<file path="config.mk">
export PLATFORM = sky130hd
export DESIGN_NAME = fetch_stage
export DESIGN_NICKNAME = d
export VERILOG_FILES = /design/src/rtl/fetch_stage.sv
export SDC_FILE = /design/constraint.sdc
export NUM_CORES = 1
export LEC_CHECK = 0
export BUFFER_PORTS_ARGS = -buffer_cell sky130_fd_sc_hd__buf_4
export CAP_MARGIN = 10
export CORE_UTILIZATION = 50
export CTS_CLUSTER_SIZE = 8
export DETAILED_ROUTE_END_ITERATION = 12
export GPL_ROUTABILITY_DRIVEN = 0
export HOLD_SLACK_MARGIN = 0.15
export PLACE_DENSITY = 0.84
export SLEW_MARGIN = 40
export SYNTH_ARGS = -nofsm -noshare
export SYNTH_HDL_FRONTEND = slang
export SYNTH_SLANG_ARGS = --single-unit
</file>
<file path="constraint.sdc">
create_clock -name iClk -period 2.15 [get_ports iClk]
set_clock_uncertainty 0.15 [all_clocks]
set_input_delay 0.3225 -clock iClk [delete_from_list [all_inputs] [get_ports iClk]]
set_output_delay 0.3225 -clock iClk [all_outputs]
set_load 0.005 [all_outputs]
</file>
<file path="src/rtl/fetch_stage.sv">
// Instruction-fetch stage: PC owner, single-outstanding imem requester
// and IF/ID pipeline register with stall, flush and in-flight squash.
module fetch_stage #(
  parameter logic [31:0] RESET_PC = 32'h0000_0000
) (
  input  logic        iClk,
  input  logic        iReset_n,
  input  logic        iStall,
  input  logic        iRedirect,
  input  logic [31:0] iRedirectPC,
  output logic        oIMemReq,
  output logic [31:0] oIMemAddr,
  input  logic        iIMemAck,
  input  logic [31:0] iIMemData,
  output logic [31:0] oIF_ID_ppInstr,
  output logic [31:0] oIF_ID_ppPC4,
  output logic        oIF_ID_ppValid
);

  typedef enum logic [1:0] {
    IDLE  = 2'd0,
    FETCH = 2'd1,
    BUF   = 2'd2,
    DROP  = 2'd3
  } state_e;

  state_e      state_q, state_d;
  logic [31:0] pc_q, pc_d;
  logic [31:0] instr_q, instr_d;
  logic [31:0] pc4_q, pc4_d;
  logic        valid_q, valid_d;
  logic [31:0] buf_q, buf_d;
  logic [31:0] tgt_q, tgt_d;

  logic [31:0] redir_tgt;
  logic [31:0] pc_inc;

  assign redir_tgt = {iRedirectPC[31:2], 2'b00};
  assign pc_inc    = pc_q + 32'd4;

  // Request and address depend only on state and PC.
  assign oIMemReq       = (state_q == FETCH) || (state_q == DROP);
  assign oIMemAddr      = {pc_q[31:2], 2'b00};
  assign oIF_ID_ppInstr = instr_q;
  assign oIF_ID_ppPC4   = pc4_q;
  assign oIF_ID_ppValid = valid_q;

  // State register, PC, IF/ID, stall buffer and saved redirect target.
  always_ff @(posedge iClk or negedge iReset_n) begin
    if (!iReset_n) begin
      state_q <= IDLE;
      pc_q    <= RESET_PC;
      instr_q <= '0;
      pc4_q   <= '0;
      valid_q <= 1'b0;
      buf_q   <= '0;
      tgt_q   <= '0;
    end else begin
      state_q <= state_d;
      pc_q    <= pc_d;
      instr_q <= instr_d;
      pc4_q   <= pc4_d;
      valid_q <= valid_d;
      buf_q   <= buf_d;
      tgt_q   <= tgt_d;
    end
  end

  // Next-state: redirect beats stall; DROP waits out the wrong-path ack.
  always_comb begin
    state_d = state_q;
    pc_d    = pc_q;
    instr_d = instr_q;
    pc4_d   = pc4_q;
    valid_d = valid_q;
    buf_d   = buf_q;
    tgt_d   = tgt_q;
    unique case (state_q)
      IDLE: begin
        state_d = FETCH;
        if (iRedirect) pc_d = redir_tgt;
      end
      FETCH: begin
        if (iRedirect) begin
          valid_d = 1'b0;
          if (iIMemAck) begin
            pc_d = redir_tgt;
          end else begin
            tgt_d   = redir_tgt;
            state_d = DROP;
          end
        end else if (iIMemAck && !iStall) begin
          instr_d = iIMemData;
          pc4_d   = pc_inc;
          valid_d = 1'b1;
          pc_d    = pc_inc;
        end else if (iIMemAck) begin
          buf_d   = iIMemData;
          state_d = BUF;
        end else if (!iStall) begin
          valid_d = 1'b0;
        end
      end
      BUF: begin
        if (iRedirect) begin
          valid_d = 1'b0;
          pc_d    = redir_tgt;
          state_d = FETCH;
        end else if (!iStall) begin
          instr_d = buf_q;
          pc4_d   = pc_inc;
          valid_d = 1'b1;
          pc_d    = pc_inc;
          state_d = FETCH;
        end
      end
      DROP: begin
        valid_d = 1'b0;
        if (iRedirect) tgt_d = redir_tgt;
        if (iIMemAck) begin
          pc_d    = iRedirect ? redir_tgt : tgt_q;
          state_d = FETCH;
        end
      end
      default: state_d = IDLE;
    endcase
  end

endmodule

</file>
==> out/metrics.cfg <==
[critical_path]
critPathMaxFanout=10
worst_ep_required_time_ps=2280
cp-start-kind=flip-flop
end_kind=flip-flop
cp_cell_sequence=inv_2 -> ha_1 -> nor3b_2 -> buf_4 -> a22oi_1 -> nand3_1 -> a21oi_1 -> a31oi_1
crit_type=flip-flop to flip-flop
slowest_stage=dfrtp_1
cp.arrival_ps=2410
cp_slowest_stage_delay_ps=420

[global_route]
track_usage_pct=29.3
grt_pass1_wl_um=37400
grt_pass1_vias=7130
grt_max_degree=60
antenna_found_initial=0
grt_overflow=0

[timing]
hold_viol=0
setup_viol_count_final=4
period_minus_slack_ps=2280
relSlewSlack_pct=59.0
period_share_pct=106
drv_slew=0
worst-slew-pin-transition_ps=615
worst_slack_ps=-127
rsz0062_at_grt=true
max_freq_mhz=439

[floorplan]
die-height_um=129
coreArea_um2=15900
dieArea_um2=16700
initial_core_util_pct=51.1
die_w_um=129
io_pins=167
rows=46

[synth]
synth_top_family_by_area=compound AO/OA/AOI/OAI gates
synth-xor-area-share_pct=2.91
synth-compound-area-share_pct=14.4
synth_simple_gate_area_share_pct=13.7
synth_cell_type_count=64
seq_area_frac_synth_pct=50.3
ys_warn_count=0
syn-cell-area_um2=8120
async_flop_share_pct=100
synthMuxAreaShare_pct=14.4
ys_ff_latch=163
avgSynthCellArea_um2=10.6
synthFlopType=dfrtp_1
synth-edff-count=0
synth_cells=767
synth_fa_ha_area_share_pct=0.925

[run_status]
violations=setup timing
outcome=finished, violations left

[detailed_routing]
routed_wl_um=25300
drc=0
drtIter0Drc=784
viasPerCell=6.04
dr_total_vias=7609
firstDrtPassIters=8
postRouteAntennaNets=0
drt-wirelength-per-cell_um=20.1

[placed_design]
dp_hpwl_um=15600
portBuffers=162
place_inst=1159

[min_path]
hp-class=input port to flip-flop

[finish]
diodes=0
drive_above_1_share_pct=36.1
instances_no_fill=1259
nFillCells=1015
fin_nets=1105
areaGrowthSynthToFinish_pct=40.0

[cts]
cts_inserted_buffers=17
clk_pin_slew_ps=70
clock-root-buffer=clkbuf_16
clk_latency_ps=430
clockBufferDepth=2
htreeDepth=4
cts.sinks=163
cts_tree=done

[power]
power_w=0.0162
leakage_nw=5.10
p_per_area_nw_per_um2=1430
ir_drop_v=0.000828

[run]
max_cap_violations=0

stage by stage:
stage | util [%] | TNS, ps | setup WS, ps | area [µm²] | hold slack (ps)
after floorplan | - | 0 | 1.45 | 8160 | -123
after global placement | 63.1 | 0 | 48.4 | 10000 | 153
after detailed placement | 63.1 | -14.5 | -14.5 | 10000 | 155
after CTS | 70.8 | 0 | 6.50 | 11200 | 217
after global routing | 71.5 | -759 | -174 | 11400 | 289
final | 71.5 | -228 | -127 | 11400 | 262
per-layer routing:
| layer | vias to the layer above | track usage (%) | wire [µm] |
|---|---|---|---|
| met2 | 523 | 45.9 | 11900 |
| met1 | 3652 | 38.4 | 9950 |
| met5 | - | 0 | 0 |
| met3 | 123 | 6.40 | 2110 |
| li1 | 3311 | - | - |
| met4 | 0 | 15.5 | 1290 |
state kept, by name, summed over array words and instances, names as in the netlist:
signal / cells
buf_q: 32
oIF_ID_ppInstr: 32
oIF_ID_ppPC4: 32
oIF_ID_ppValid: 1
pc_q: 32
state_q: 2
tgt_q: 32
synthesized netlist by cell type, types with 7 or more instances:
library cell	instances	area share (%)
mux2_2	71	9.9
a21oi_1	20	1.2
nor3_1	12	0.74
xnor2_1	11	1.2
a22o_1	11	1.2
nand2_1	82	3.8
a221oi_1	15	1.6
inv_1	9	0.42
nand2b_1	7	0.54
clkbuf_1	31	1.4
xor2_1	16	1.7
o21ai_0	81	5.0
nor2_1	36	1.7
nand4_1	13	1.0
a22oi_1	12	1.1
mux2i_1	37	4.6
buf_2	17	1.0
dfrtp_1	163	50
nand3_1	23	1.4
critical path, delay by kind of cell, from the launching register on:
family	cells	cell delay, ps
compound gates	3	680
fa+ha+maj	1	310
buf+inv	2	310
flops	1	420
simple gates	2	250
where the power goes:
part,switching [W],total [W],internal (W)
Combinational,0.00382,0.00762,0.00380
Clock,0.00131,0.00292,0.00160
Sequential,0.00111,0.00565,0.00454
layout make-up:
| class | count | area (µm²) | share of cell area (%) |
|---|---|---|---|
| inverter | 10 | 37.5 | 0.330 |
| timing repair buffer | 297 | 2500 | 22.0 |
| tap | 216 | 270 | 2.38 |
| clock buffer | 18 | 429 | 3.78 |
| multi-input combinational | 541 | 3910 | 34.4 |
| clock inverter | 14 | 131 | 1.16 |
| sequential | 163 | 4090 | 36.0 |
worst paths after layout:
check | slack [ps] | depth (start not counted) | startpoint | endpoint
min reg2reg | 330 | 2 | oIF_ID_ppPC4[11]$_DFFE_PN0P_ | oIF_ID_ppPC4[11]$_DFFE_PN0P_
min in group asynchronous | 280 | 2 | iReset_n | oIF_ID_ppInstr[23]$_DFFE_PN0P_
max | -130 | 8 | state_q[0]$_DFFE_PN0P_ | pc_q[12]$_DFFE_PN0P_
min | 260 | 3 | iRedirect | pc_q[19]$_DFFE_PN0P_
max reg2reg | -130 | 8 | state_q[0]$_DFFE_PN0P_ | pc_q[12]$_DFFE_PN0P_
max in group asynchronous | 960 | 3 | iReset_n | pc_q[2]$_DFFE_PN0P_
cells by family after synthesis:
| group | Yosys count |
|---|---|
| and+or+nand+nor | 215 |
| AOI/OAI and AO/OA | 182 |
| DFF | 163 |
| muxes | 108 |
| buffers and inverters | 65 |
| xor gates and xnor gates | 27 |
| adders and majority gates | 6 |
| other | 1 |
placed cells by master (no fill, tap or decap), types with 4 or more instances in the layout:
master	n
a21oi_1	19
a221oi_1	11
a221oi_2	4
a22o_1	11
a22oi_1	12
a31oi_1	6
and2_1	6
and3_1	4
buf_12	8
buf_4	222
clkbuf_16	17
clkinvlp_4	7
dfrtp_1	158
dfrtp_2	5
dlygate4sd3_1	65
ha_2	5
inv_1	7
inv_6	4
mux2_2	71
mux2i_1	37
nand2_1	81
nand2b_1	7
nand3_1	22
nand4_1	13
nor2_1	34
nor2b_1	4
nor3_1	11
nor4_1	4
o21a_1	4
o21ai_0	78
o21ai_1	4
o22ai_1	5
o31ai_1	4
xnor2_1	11
xor2_1	16
what timing repair did:
| item | 4_1_cts | 5_1_grt |
|---|---|---|
| setup endpoints to repair | 3 | 88 |
| pin swaps | 0 | 3 |
| gates resized for setup | 3 | 25 |
| hold buffers | 65 | 0 |
| setup buffers | 0 | 2 |
| cloned | 0 | 1 |
| endpoints found under the hold margin | 280 | 0 |
Note: power is estimated with default switching activity, not from simulation.
